--- config.mk ---
export PLATFORM = sky130hd
export DESIGN_NAME = calc_engine_flat
export DESIGN_NICKNAME = d
export VERILOG_FILES = /design/src/rtl/calc_pkg.sv /design/src/rtl/calc_if.sv /design/src/rtl/calc_divider.sv /design/src/rtl/calc_engine.sv /design/src/flat_wrapper.sv
export SDC_FILE = /design/constraint.sdc
export NUM_CORES = 2
export LEC_CHECK = 0
export CAP_MARGIN = 25
export CORE_AREA = 3 3 317 319
export DETAILED_ROUTE_END_ITERATION = 8
export DIE_AREA = 0 0 320 322
export GPL_ROUTABILITY_DRIVEN = 0
export HOLD_SLACK_MARGIN = 0.1
export PLACE_DENSITY = 0.87
export SLEW_MARGIN = 20
export SYNTH_ARGS = -nofsm -noshare
export SYNTH_HDL_FRONTEND = slang
export SYNTH_HIERARCHICAL = 1
export SYNTH_SLANG_ARGS = --single-unit
--- constraint.sdc ---
create_clock -name clock -period 13.9 [get_ports clock]
set_input_delay 2.78 -clock clock [delete_from_list [all_inputs] [get_ports clock]]
set_output_delay 2.78 -clock clock [all_outputs]
set_load 0.1 [all_outputs]
--- src/rtl/calc_pkg.sv ---
`default_nettype none
// +----------------------------------------------------------------------------+
// | Module      : calc_pkg                                                     |
// | Description : Shared definitions for the keypad calculator core: key code  |
// |               constants, operator and state encodings, key decode helpers. |
// | Revision    : 1.0 - initial release                                        |
// +----------------------------------------------------------------------------+
package calc_pkg;

  localparam logic [3:0] KEY_ADD    = 4'hA;
  localparam logic [3:0] KEY_SUB    = 4'hB;
  localparam logic [3:0] KEY_MUL    = 4'hC;
  localparam logic [3:0] KEY_EQ     = 4'hD;
  localparam logic [3:0] KEY_RECALL = 4'hE;
  localparam logic [3:0] KEY_DIV    = 4'hF;

  typedef enum logic [1:0] {
    OP_ADD = 2'd0,
    OP_SUB = 2'd1,
    OP_MUL = 2'd2,
    OP_DIV = 2'd3
  } op_e;

  typedef enum logic [2:0] {
    ST_ENTRY_A = 3'd0,
    ST_OP_PEND = 3'd1,
    ST_ENTRY_B = 3'd2,
    ST_DIVIDE  = 3'd3,
    ST_ERROR   = 3'd4
  } state_e;

  function automatic logic is_digit(input logic [3:0] k);
    return (k <= 4'd9);
  endfunction

  function automatic op_e key_to_op(input logic [3:0] k);
    op_e r;
    case (k)
      KEY_SUB: r = OP_SUB;
      KEY_MUL: r = OP_MUL;
      KEY_DIV: r = OP_DIV;
      default: r = OP_ADD;
    endcase
    return r;
  endfunction

endpackage
`default_nettype wire

--- src/rtl/calc_if.sv ---
`default_nettype none
// +----------------------------------------------------------------------------+
// | Module      : calc_if                                                      |
// | Description : Keypad/display bundle of the calculator core.                |
// |   key, key_valid      : keypad -> core, key code and valid                 |
// |   key_ready           : core -> keypad, key accepted when valid & ready    |
// |   display             : value to show                                      |
// |   overflow/error/busy : status flags                                       |
// |   hist_count          : number of valid history entries                    |
// | Modports    : master (keypad/display side), slave (calculator core)        |
// | Revision    : 1.0 - initial release                                        |
// +----------------------------------------------------------------------------+
interface calc_if #(
  parameter int WIDTH       = 32,
  parameter int STACK_DEPTH = 16
) ();

  logic [3:0]                       key;
  logic                             key_valid;
  logic                             key_ready;
  logic [WIDTH-1:0]                 display;
  logic                             overflow;
  logic                             error;
  logic                             busy;
  logic [$clog2(STACK_DEPTH+1)-1:0] hist_count;

  modport master (
    output key, key_valid,
    input  key_ready, display, overflow, error, busy, hist_count
  );

  modport slave (
    input  key, key_valid,
    output key_ready, display, overflow, error, busy, hist_count
  );

endinterface
`default_nettype wire

--- src/rtl/calc_divider.sv ---
`default_nettype none
// +----------------------------------------------------------------------------+
// | Module      : calc_divider                                                 |
// | Description : Unsigned restoring divider, one quotient bit per cycle.      |
// |   clock, reset       : clock, asynchronous active-low reset                |
// |   start              : load operands (ignored while busy)                  |
// |   dividend, divisor  : operands, sampled on start                          |
// |   busy               : high for exactly WIDTH cycles after start           |
// |   done               : high in the final iteration cycle                   |
// |   quotient           : final quotient, valid while done is high            |
// | Revision    : 1.0 - initial release                                        |
// +----------------------------------------------------------------------------+
module calc_divider #(
  parameter int WIDTH = 32
) (
  input  logic             clock,
  input  logic             reset,
  input  logic             start,
  input  logic [WIDTH-1:0] dividend,
  input  logic [WIDTH-1:0] divisor,
  output logic             busy,
  output logic             done,
  output logic [WIDTH-1:0] quotient
);

  localparam int c_cnt_w = $clog2(WIDTH);
  localparam logic [c_cnt_w-1:0] c_last = c_cnt_w'(WIDTH - 1);

  logic               r_busy;
  logic [c_cnt_w-1:0] r_cnt;
  logic [WIDTH-1:0]   r_rem;
  logic [WIDTH-1:0]   r_dvd;
  logic [WIDTH-1:0]   r_div;
  logic [WIDTH-1:0]   r_quot;

  logic [WIDTH:0]     w_shift;
  logic [WIDTH:0]     w_diff;
  logic               w_ge;
  logic [WIDTH-1:0]   w_rem_nxt;
  logic [WIDTH-1:0]   w_quot_nxt;

  // The partial remainder stays below the divisor, so the shifted value is
  // below twice the divisor and the top bit of the difference is a clean
  // "went negative" flag.
  assign w_shift    = {r_rem, r_dvd[WIDTH-1]};
  assign w_diff     = w_shift - {1'b0, r_div};
  assign w_ge       = ~w_diff[WIDTH];
  assign w_rem_nxt  = w_ge ? w_diff[WIDTH-1:0] : w_shift[WIDTH-1:0];
  assign w_quot_nxt = {r_quot[WIDTH-2:0], w_ge};

  assign busy     = r_busy;
  assign done     = r_busy && (r_cnt == c_last);
  // Exposing the next quotient lets the caller capture it on the same edge
  // that busy falls.
  assign quotient = w_quot_nxt;

  always_ff @(posedge clock or negedge reset) begin
    if (!reset) begin
      r_busy <= 1'b0;
      r_cnt  <= '0;
      r_rem  <= '0;
      r_dvd  <= '0;
      r_div  <= '0;
      r_quot <= '0;
    end else if (!r_busy) begin
      if (start) begin
        r_busy <= 1'b1;
        r_cnt  <= '0;
        r_rem  <= '0;
        r_dvd  <= dividend;
        r_div  <= divisor;
        r_quot <= '0;
      end
    end else begin
      r_rem  <= w_rem_nxt;
      r_dvd  <= {r_dvd[WIDTH-2:0], 1'b0};
      r_quot <= w_quot_nxt;
      r_cnt  <= r_cnt + c_cnt_w'(1);
      if (r_cnt == c_last) begin
        r_busy <= 1'b0;
      end
    end
  end

endmodule
`default_nettype wire

--- src/rtl/calc_engine.sv ---
`default_nettype none
// +----------------------------------------------------------------------------+
// | Module      : calc_engine                                                  |
// | Description : Keypad-driven integer calculator core. Accumulates decimal   |
// |               operands, evaluates + - * (and / when enabled) left to      |
// |               right, and keeps a recallable ring of past results.          |
// |   clock      : rising-edge clock                                           |
// |   reset      : asynchronous active-low reset                               |
// |   bus        : calc_if.slave (key/key_valid/key_ready, display, overflow,  |
// |                error, busy, hist_count)                                    |
// | Config      : CALC_DIV_EN - when defined, F is divide and the iterative    |
// |               divider, busy and error are present; otherwise F is ignored, |
// |               busy/error read 0 and key_ready is always 1.                 |
// | Revision    : 1.0 - initial release                                        |
// +----------------------------------------------------------------------------+
module calc_engine
  import calc_pkg::*;
#(
  parameter int WIDTH       = 32,
  parameter int DIGITS      = 9,
  parameter int STACK_DEPTH = 16
) (
  input  logic clock,
  input  logic reset,
  calc_if.slave bus
);

  localparam int c_cnt_w  = $clog2(STACK_DEPTH + 1);
  localparam int c_ptr_w  = $clog2(STACK_DEPTH);
  localparam int c_dcnt_w = $clog2(DIGITS + 1);
  localparam logic [c_dcnt_w-1:0] c_digits = c_dcnt_w'(DIGITS);
  localparam logic [c_cnt_w-1:0]  c_full   = c_cnt_w'(STACK_DEPTH);
  localparam logic [WIDTH+3:0]    c_ten    = (WIDTH+4)'(10);

  // Registered state
  state_e              r_state;
  logic [WIDTH-1:0]    r_acc_a;
  logic [WIDTH-1:0]    r_acc_b;
  op_e                 r_op;
  logic [c_dcnt_w-1:0] r_digit_cnt;
  logic [c_cnt_w-1:0]  r_recall_ptr;   // offset from newest of the next recall
  logic                r_recall_seq;   // previous accepted key was a recall
  logic                r_fresh;        // next digit starts a new entry
  logic                r_overflow;
  logic                r_error;
  logic                r_div_eq;       // divide was launched by '='
  logic [c_ptr_w-1:0]  r_wr_ptr;
  logic [c_cnt_w-1:0]  r_hist_count;
  logic [WIDTH-1:0]    r_hist [STACK_DEPTH];

  // Next-state values
  state_e              n_state;
  logic [WIDTH-1:0]    n_acc_a;
  logic [WIDTH-1:0]    n_acc_b;
  op_e                 n_op;
  logic [c_dcnt_w-1:0] n_digit_cnt;
  logic [c_cnt_w-1:0]  n_recall_ptr;
  logic                n_recall_seq;
  logic                n_fresh;
  logic                n_overflow;
  logic                n_error;
  logic                n_div_eq;
  logic [c_ptr_w-1:0]  n_wr_ptr;
  logic [c_cnt_w-1:0]  n_hist_count;

  // Combinational helpers
  logic                w_key_ready;
  logic                w_accept;
  logic                w_is_op;
  logic                w_is_eq;
  logic [WIDTH-1:0]    w_entry;
  logic [WIDTH+3:0]    w_app_wide;
  logic                w_digit_room;
  logic [WIDTH-1:0]    w_digit_val;
  logic [WIDTH:0]      w_sum;
  logic [WIDTH:0]      w_dif;
  logic [2*WIDTH-1:0]  w_prod;
  logic [WIDTH-1:0]    w_alu_res;
  logic                w_alu_ovf;
  logic [c_cnt_w-1:0]  w_rec_off;
  logic [c_cnt_w-1:0]  w_rec_next;
  logic [c_ptr_w-1:0]  w_rec_idx;
  logic                w_push;
  logic [WIDTH-1:0]    w_push_val;
  logic [WIDTH-1:0]    w_display;
  logic                w_div_busy;
  logic                w_div_done;
  logic [WIDTH-1:0]    w_div_q;

`ifdef CALC_DIV_EN
  logic                w_div_start;

  calc_divider #(.WIDTH(WIDTH)) u_divider (
    .clock    (clock),
    .reset    (reset),
    .start    (w_div_start),
    .dividend (r_acc_a),
    .divisor  (r_acc_b),
    .busy     (w_div_busy),
    .done     (w_div_done),
    .quotient (w_div_q)
  );

  // DIVIDE is occupied exactly while the divider runs.
  assign w_key_ready = (r_state != ST_DIVIDE);
  assign w_is_op     = (bus.key == KEY_ADD) || (bus.key == KEY_SUB) ||
                       (bus.key == KEY_MUL) || (bus.key == KEY_DIV);
`else
  assign w_div_busy  = 1'b0;
  assign w_div_done  = 1'b0;
  assign w_div_q     = '0;
  assign w_key_ready = 1'b1;
  assign w_is_op     = (bus.key == KEY_ADD) || (bus.key == KEY_SUB) ||
                       (bus.key == KEY_MUL);
`endif

  assign w_accept = bus.key_valid & w_key_ready;
  assign w_is_eq  = (bus.key == KEY_EQ);

  // Digit append, computed four bits wider so "exceeds 2^WIDTH-1" is visible.
  assign w_entry      = (r_state == ST_ENTRY_B) ? r_acc_b : r_acc_a;
  assign w_app_wide   = ({4'b0000, w_entry} * c_ten) + {{WIDTH{1'b0}}, bus.key};
  assign w_digit_room = (r_digit_cnt < c_digits) && (w_app_wide[WIDTH+3:WIDTH] == 4'd0);
  assign w_digit_val  = r_fresh ? {{(WIDTH-4){1'b0}}, bus.key} : w_app_wide[WIDTH-1:0];

  assign w_sum  = {1'b0, r_acc_a} + {1'b0, r_acc_b};
  assign w_dif  = {1'b0, r_acc_a} - {1'b0, r_acc_b};
  assign w_prod = {{WIDTH{1'b0}}, r_acc_a} * {{WIDTH{1'b0}}, r_acc_b};

  always_comb begin
    w_alu_res = w_sum[WIDTH-1:0];
    w_alu_ovf = w_sum[WIDTH];
    case (r_op)
      OP_SUB: begin
        w_alu_res = w_dif[WIDTH-1:0];
        w_alu_ovf = w_dif[WIDTH];
      end
      OP_MUL: begin
        w_alu_res = w_prod[WIDTH-1:0];
        w_alu_ovf = |w_prod[2*WIDTH-1:WIDTH];
      end
      default: ;
    endcase
  end

  // Recall walks backwards from the newest entry and wraps after hist_count.
  assign w_rec_off  = r_recall_seq ? r_recall_ptr : '0;
  assign w_rec_next = ((w_rec_off + c_cnt_w'(1)) == r_hist_count) ? '0
                                                                  : (w_rec_off + c_cnt_w'(1));
  assign w_rec_idx  = r_wr_ptr - c_ptr_w'(1) - w_rec_off[c_ptr_w-1:0];

  always_comb begin
    n_state      = r_state;
    n_acc_a      = r_acc_a;
    n_acc_b      = r_acc_b;
    n_op         = r_op;
    n_digit_cnt  = r_digit_cnt;
    n_recall_ptr = r_recall_ptr;
    n_recall_seq = r_recall_seq;
    n_fresh      = r_fresh;
    n_overflow   = r_overflow;
    n_error      = r_error;
    n_div_eq     = r_div_eq;
    n_wr_ptr     = r_wr_ptr;
    n_hist_count = r_hist_count;
    w_push       = 1'b0;
    w_push_val   = r_acc_a;
`ifdef CALC_DIV_EN
    w_div_start  = 1'b0;
`endif

    if (w_accept) begin
      n_recall_seq = 1'b0;
    end

    case (r_state)
      ST_ENTRY_A, ST_ENTRY_B: begin
        if (w_accept) begin
          if (is_digit(bus.key)) begin
            if (r_fresh || w_digit_room) begin
              if (r_state == ST_ENTRY_A) n_acc_a = w_digit_val;
              else                       n_acc_b = w_digit_val;
              n_digit_cnt = r_fresh ? c_dcnt_w'(1) : (r_digit_cnt + c_dcnt_w'(1));
              n_fresh     = 1'b0;
            end
          end else if (w_is_op || w_is_eq) begin
            if (r_state == ST_ENTRY_A) begin
              if (w_is_op) begin
                n_op    = key_to_op(bus.key);
                n_state = ST_OP_PEND;
              end else begin
                w_push  = 1'b1;
                n_fresh = 1'b1;
              end
            end else begin
`ifdef CALC_DIV_EN
              if (r_op == OP_DIV) begin
                n_overflow = 1'b0;
                if (r_acc_b == '0) begin
                  n_state = ST_ERROR;
                  n_error = 1'b1;
                end else begin
                  w_div_start = 1'b1;
                  n_state     = ST_DIVIDE;
                  n_div_eq    = w_is_eq;
                end
              end else
`endif
              begin
                n_acc_a    = w_alu_res;
                n_overflow = w_alu_ovf;
                if (w_is_eq) begin
                  w_push     = 1'b1;
                  w_push_val = w_alu_res;
                  n_state    = ST_ENTRY_A;
                  n_fresh    = 1'b1;
                end else begin
                  n_state = ST_OP_PEND;
                end
              end
              if (w_is_op) begin
                n_op = key_to_op(bus.key);
              end
            end
          end else if ((bus.key == KEY_RECALL) && (r_hist_count != '0)) begin
            if (r_state == ST_ENTRY_A) n_acc_a = r_hist[w_rec_idx];
            else                       n_acc_b = r_hist[w_rec_idx];
            n_recall_seq = 1'b1;
            n_recall_ptr = w_rec_next;
            n_fresh      = 1'b1;
          end
        end
      end

      ST_OP_PEND: begin
        if (w_accept) begin
          if (is_digit(bus.key)) begin
            n_acc_b     = {{(WIDTH-4){1'b0}}, bus.key};
            n_digit_cnt = c_dcnt_w'(1);
            n_fresh     = 1'b0;
            n_state     = ST_ENTRY_B;
          end else if (w_is_op) begin
            n_op = key_to_op(bus.key);
          end
        end
      end

      ST_DIVIDE: begin
        if (w_div_done) begin
          n_acc_a = w_div_q;
          if (r_div_eq) begin
            w_push     = 1'b1;
            w_push_val = w_div_q;
            n_state    = ST_ENTRY_A;
            n_fresh    = 1'b1;
          end else begin
            n_state = ST_OP_PEND;
          end
        end
      end

      ST_ERROR: begin
        if (w_accept && w_is_eq) begin
          n_state     = ST_ENTRY_A;
          n_error     = 1'b0;
          n_acc_a     = '0;
          n_acc_b     = '0;
          n_digit_cnt = '0;
          n_fresh     = 1'b1;
        end
      end

      default: n_state = ST_ENTRY_A;
    endcase

    // The pointer wraps naturally because STACK_DEPTH is a power of two.
    if (w_push) begin
      n_wr_ptr     = r_wr_ptr + c_ptr_w'(1);
      n_hist_count = (r_hist_count == c_full) ? r_hist_count
                                              : (r_hist_count + c_cnt_w'(1));
    end
  end

  always_ff @(posedge clock or negedge reset) begin
    if (!reset) begin
      r_state      <= ST_ENTRY_A;
      r_acc_a      <= '0;
      r_acc_b      <= '0;
      r_op         <= OP_ADD;
      r_digit_cnt  <= '0;
      r_recall_ptr <= '0;
      r_recall_seq <= 1'b0;
      r_fresh      <= 1'b1;
      r_overflow   <= 1'b0;
      r_error      <= 1'b0;
      r_div_eq     <= 1'b0;
      r_wr_ptr     <= '0;
      r_hist_count <= '0;
    end else begin
      r_state      <= n_state;
      r_acc_a      <= n_acc_a;
      r_acc_b      <= n_acc_b;
      r_op         <= n_op;
      r_digit_cnt  <= n_digit_cnt;
      r_recall_ptr <= n_recall_ptr;
      r_recall_seq <= n_recall_seq;
      r_fresh      <= n_fresh;
      r_overflow   <= n_overflow;
      r_error      <= n_error;
      r_div_eq     <= n_div_eq;
      r_wr_ptr     <= n_wr_ptr;
      r_hist_count <= n_hist_count;
    end
  end

  always_ff @(posedge clock or negedge reset) begin
    if (!reset) begin
      for (int i = 0; i < STACK_DEPTH; i++) begin
        r_hist[i] <= '0;
      end
    end else if (w_push) begin
      r_hist[r_wr_ptr] <= w_push_val;
    end
  end

  always_comb begin
    w_display = r_acc_a;
    case (r_state)
      ST_ENTRY_B: w_display = r_acc_b;
      ST_ERROR:   w_display = '1;
      default:    w_display = r_acc_a;
    endcase
  end

  assign bus.key_ready  = w_key_ready;
  assign bus.display    = w_display;
  assign bus.overflow   = r_overflow;
  assign bus.error      = r_error;
  assign bus.busy       = w_div_busy;
  assign bus.hist_count = r_hist_count;

endmodule
`default_nettype wire

--- src/flat_wrapper.sv ---
// flat-port wrapper written by rule: the top's interface ports become plain ports
module calc_engine_flat import calc_pkg::*;
#(
  parameter int WIDTH       = 32,
  parameter int DIGITS      = 9,
  parameter int STACK_DEPTH = 16
)
  (clock, reset, bus_key, bus_key_valid, bus_key_ready, bus_display, bus_overflow, bus_error, bus_busy, bus_hist_count);
  calc_if #(.WIDTH(WIDTH), .STACK_DEPTH(STACK_DEPTH)) bus_i ();
  input  logic clock;
  input  logic reset;
  input wire logic [$bits(bus_i.key)-1:0] bus_key;
  input wire logic [$bits(bus_i.key_valid)-1:0] bus_key_valid;
  output wire logic [$bits(bus_i.key_ready)-1:0] bus_key_ready;
  output wire logic [$bits(bus_i.display)-1:0] bus_display;
  output wire logic [$bits(bus_i.overflow)-1:0] bus_overflow;
  output wire logic [$bits(bus_i.error)-1:0] bus_error;
  output wire logic [$bits(bus_i.busy)-1:0] bus_busy;
  output wire logic [$bits(bus_i.hist_count)-1:0] bus_hist_count;
  assign bus_i.key = bus_key;
  assign bus_i.key_valid = bus_key_valid;
  assign bus_key_ready = bus_i.key_ready;
  assign bus_display = bus_i.display;
  assign bus_overflow = bus_i.overflow;
  assign bus_error = bus_i.error;
  assign bus_busy = bus_i.busy;
  assign bus_hist_count = bus_i.hist_count;
  calc_engine #(.WIDTH(WIDTH), .DIGITS(DIGITS), .STACK_DEPTH(STACK_DEPTH)) u_core (.clock(clock), .reset(reset), .bus(bus_i));
endmodule
==> metrics.txt <==
failing checks DRC; Ports 48; RSZ-0062 raised after global routing false; worst slew margin relative to its limit 0.224; total gr overflow 0; Initial Util 0.695; most common cell after layout, fill and taps aside nand2_1; Post-CTS Setup Bufs 0; antenna violations before repair 12; clk buf depth 3; post-layout util 0.730; Die Wd 320 um; largest area contributor in the netlist fa_1; post-synth top area share 0.264; Post-Syn Instances 7065; routed len/inst 26.9 um; Resize count post-CTS 0; Min-Delay Startpoint u_core/r_hist[7]; DR iter-0 viols 8232; Worst EP required 14350 ps; Worst R2R Start u_core/r_acc_a[6]; I/O Buffers 44; Synth-to-Final Area Change 5.09%; Top delay family on crit path adder cells; slowest CP cell clkinv_1; most frequent cells in the layout 994 x nand2_1, 900 x fa_1, 853 x inv_1; worst slack at placement 4080 ps; met1 wire length 70200 um; CTS Hold Bufs 0; largest net degree at the start of global routing 182; layout cells sized above 1 0.105; Routed WL 220000 um; synth unique cells 102; met2 WL 96600 um; status complete, but fails checks; Reg clk slew, reported paths 70 ps; Die H 322 um; YS warnings 6; Top FF cell, synth dfrtp_1; critical path class register to register; Worst Tran Pin Value 1160 ps; antenna-violating nets left 0; via count 57500; Fmax 98.5 MHz; CTS tree built; root buffer cell clkbuf_16; Hold Path Class register to register; Top cell by count, worst path fa_1; WL met3 32100 um; Worst Setup SP u_core/r_acc_a[6]; core region area 0.0981 mm^2; crit path DAT 10610 ps; Mapped Area 0.0682 mm^2; max-slew violations 0; Post-synth EDFFs 0; Final Hold Viols 0; Nets 8140; Critical Path Fanout Max 19; post-synthesis register bit count 601; delay of the slowest critical-path stage 1050 ps; syn_area_per_cell 9.65 um^2; Site Rows 115; post-DP HPWL 148000 um; Max-Cap Viols 0; clk_lat worst skew 660 ps; first-pass GRT wire length 340000 um; Buf/Inv on CP 8; final worst slack 3750 ps; clk_skew 46.5 ps; Pre-antenna DRT Iters 9; Top Metal Used met5; cts bufs inserted 56; setup_tns 0 ps; CTS HTree Levels 2; crit share post-route 0.731; die area 0.103 mm^2; synth top area cells fa_1 26%, dfrtp_1 22%, ha_1 7.4%; CP Capture Type register; Avg Vias per Cell 7.03; final setup violation count 0; drt drc 14; vias in the first global route 60700; gr usage total 0.429; register area share after synthesis 0.221; worst hold slack 478 ps; clock sinks 601; min Tclk post-route 10150 ps; Worst Setup Start Kind register; Post-synth ARST share 1.00
==> worst register-to-register path: cells and delay by family (launching register included) <==
family	cells	cell delay, ps
flip-flops	1	930
adder cells (fa/ha/maj)	9	3930
AND/OR/NAND/NOR	4	1410
XOR/XNOR	1	190
buffers and inverters	8	1700
AO/OA/AOI/OAI	7	1830
==> cells by family after synthesis <==
logic type,share of synthesized area
muxes,0.0937
AOI/OAI and AO/OA,0.106
and+or+nand+nor,0.153
xor gates and xnor gates,0.0121
other,0.000110
adders and majority gates,0.339
buffers and inverters,0.0751
DFF,0.221
==> cells in the mapped netlist (10+ instances only) <==
cell,number
a2111oi_0,10
a211o_1,12
a211oi_1,35
a21o_1,54
a21oi_1,211
a221o_1,41
a221oi_1,12
a22o_1,10
a22oi_1,23
a31oi_1,42
and2_1,573
and3_1,23
and4_1,10
buf_1,21
clkbuf_1,446
dfrtp_1,600
fa_1,901
ha_1,404
inv_1,853
mux2_2,259
mux2_4,22
mux2i_1,24
mux4_2,128
nand2_1,994
nand2b_1,22
nand3_1,79
nand4_1,43
nor2_1,221
nor2b_1,31
nor3_1,51
nor4_1,16
o2111ai_1,12
o211ai_1,21
o21a_1,31
o21ai_0,418
o21bai_1,23
o221ai_1,27
o22ai_1,22
o31ai_1,26
or3_1,25
or4_1,15
xnor2_1,53
xor2_1,39
==> sequential cells by signal, indices dropped and copies added (netlist names), named ones only <==
register / flops
u_core/r_hist: 512
u_core/bus.overflow: 1
u_core/r_digit_cnt: 4
u_core/r_acc_b: 32
u_core/r_recall_ptr: 5
u_core/r_fresh: 1
u_core/r_wr_ptr: 4
u_core/r_acc_a: 32
u_core/bus.hist_count: 5
u_core/r_op: 2
u_core/r_state: 2
==> layer usage <==
| layer | track usage | vias up |
|---|---|---|
| met1 | 0.497 | 28000 |
| li1 | - | 22800 |
| met4 | 0.317 | 2 |
| met2 | 0.658 | 5010 |
| met3 | 0.159 | 1662 |
| met5 | 0.00463 | - |
==> stage by stage <==
step / cells / area, um^2
after floorplan: 7066 / 68200
after global placement: 8044 / 69500
after detailed placement: 8050 / 69600
after CTS: 8154 / 71600
after global routing: 8164 / 71600
final: 8176 / 71700
==> cell type report <==
| class | instances | area [um^2] |
|---|---|---|
| Multi-Input combinational cell | 5125 | 48200 |
| Fill cell | 6315 | 26500 |
| Sequential cell | 601 | 15000 |
| Inverter | 855 | 3210 |
| Clock buffer | 80 | 1610 |
| Tap cell | 1287 | 1610 |
| Timing Repair Buffer | 189 | 1580 |
| Clock inverter | 24 | 382 |
| Antenna cell | 15 | 37.5 |
==> final timing paths <==
path | endpoint | slack (ps) | depth (start not counted)
max in group asynchronous | u_core/r_hist[382] | 9330 | 3
worst max-delay path | u_core/r_hist[255] | 3750 | 29
worst min register to register | u_core/r_hist[7] | 480 | 2
worst min-delay path | u_core/r_hist[7] | 480 | 2
worst max register to register | u_core/r_hist[255] | 3750 | 29
min in group asynchronous | u_core/r_hist[315] | 2170 | 1
Power is not shown: default switching activity piles up to over one toggle a cycle in this logic, so the estimate is an artifact.
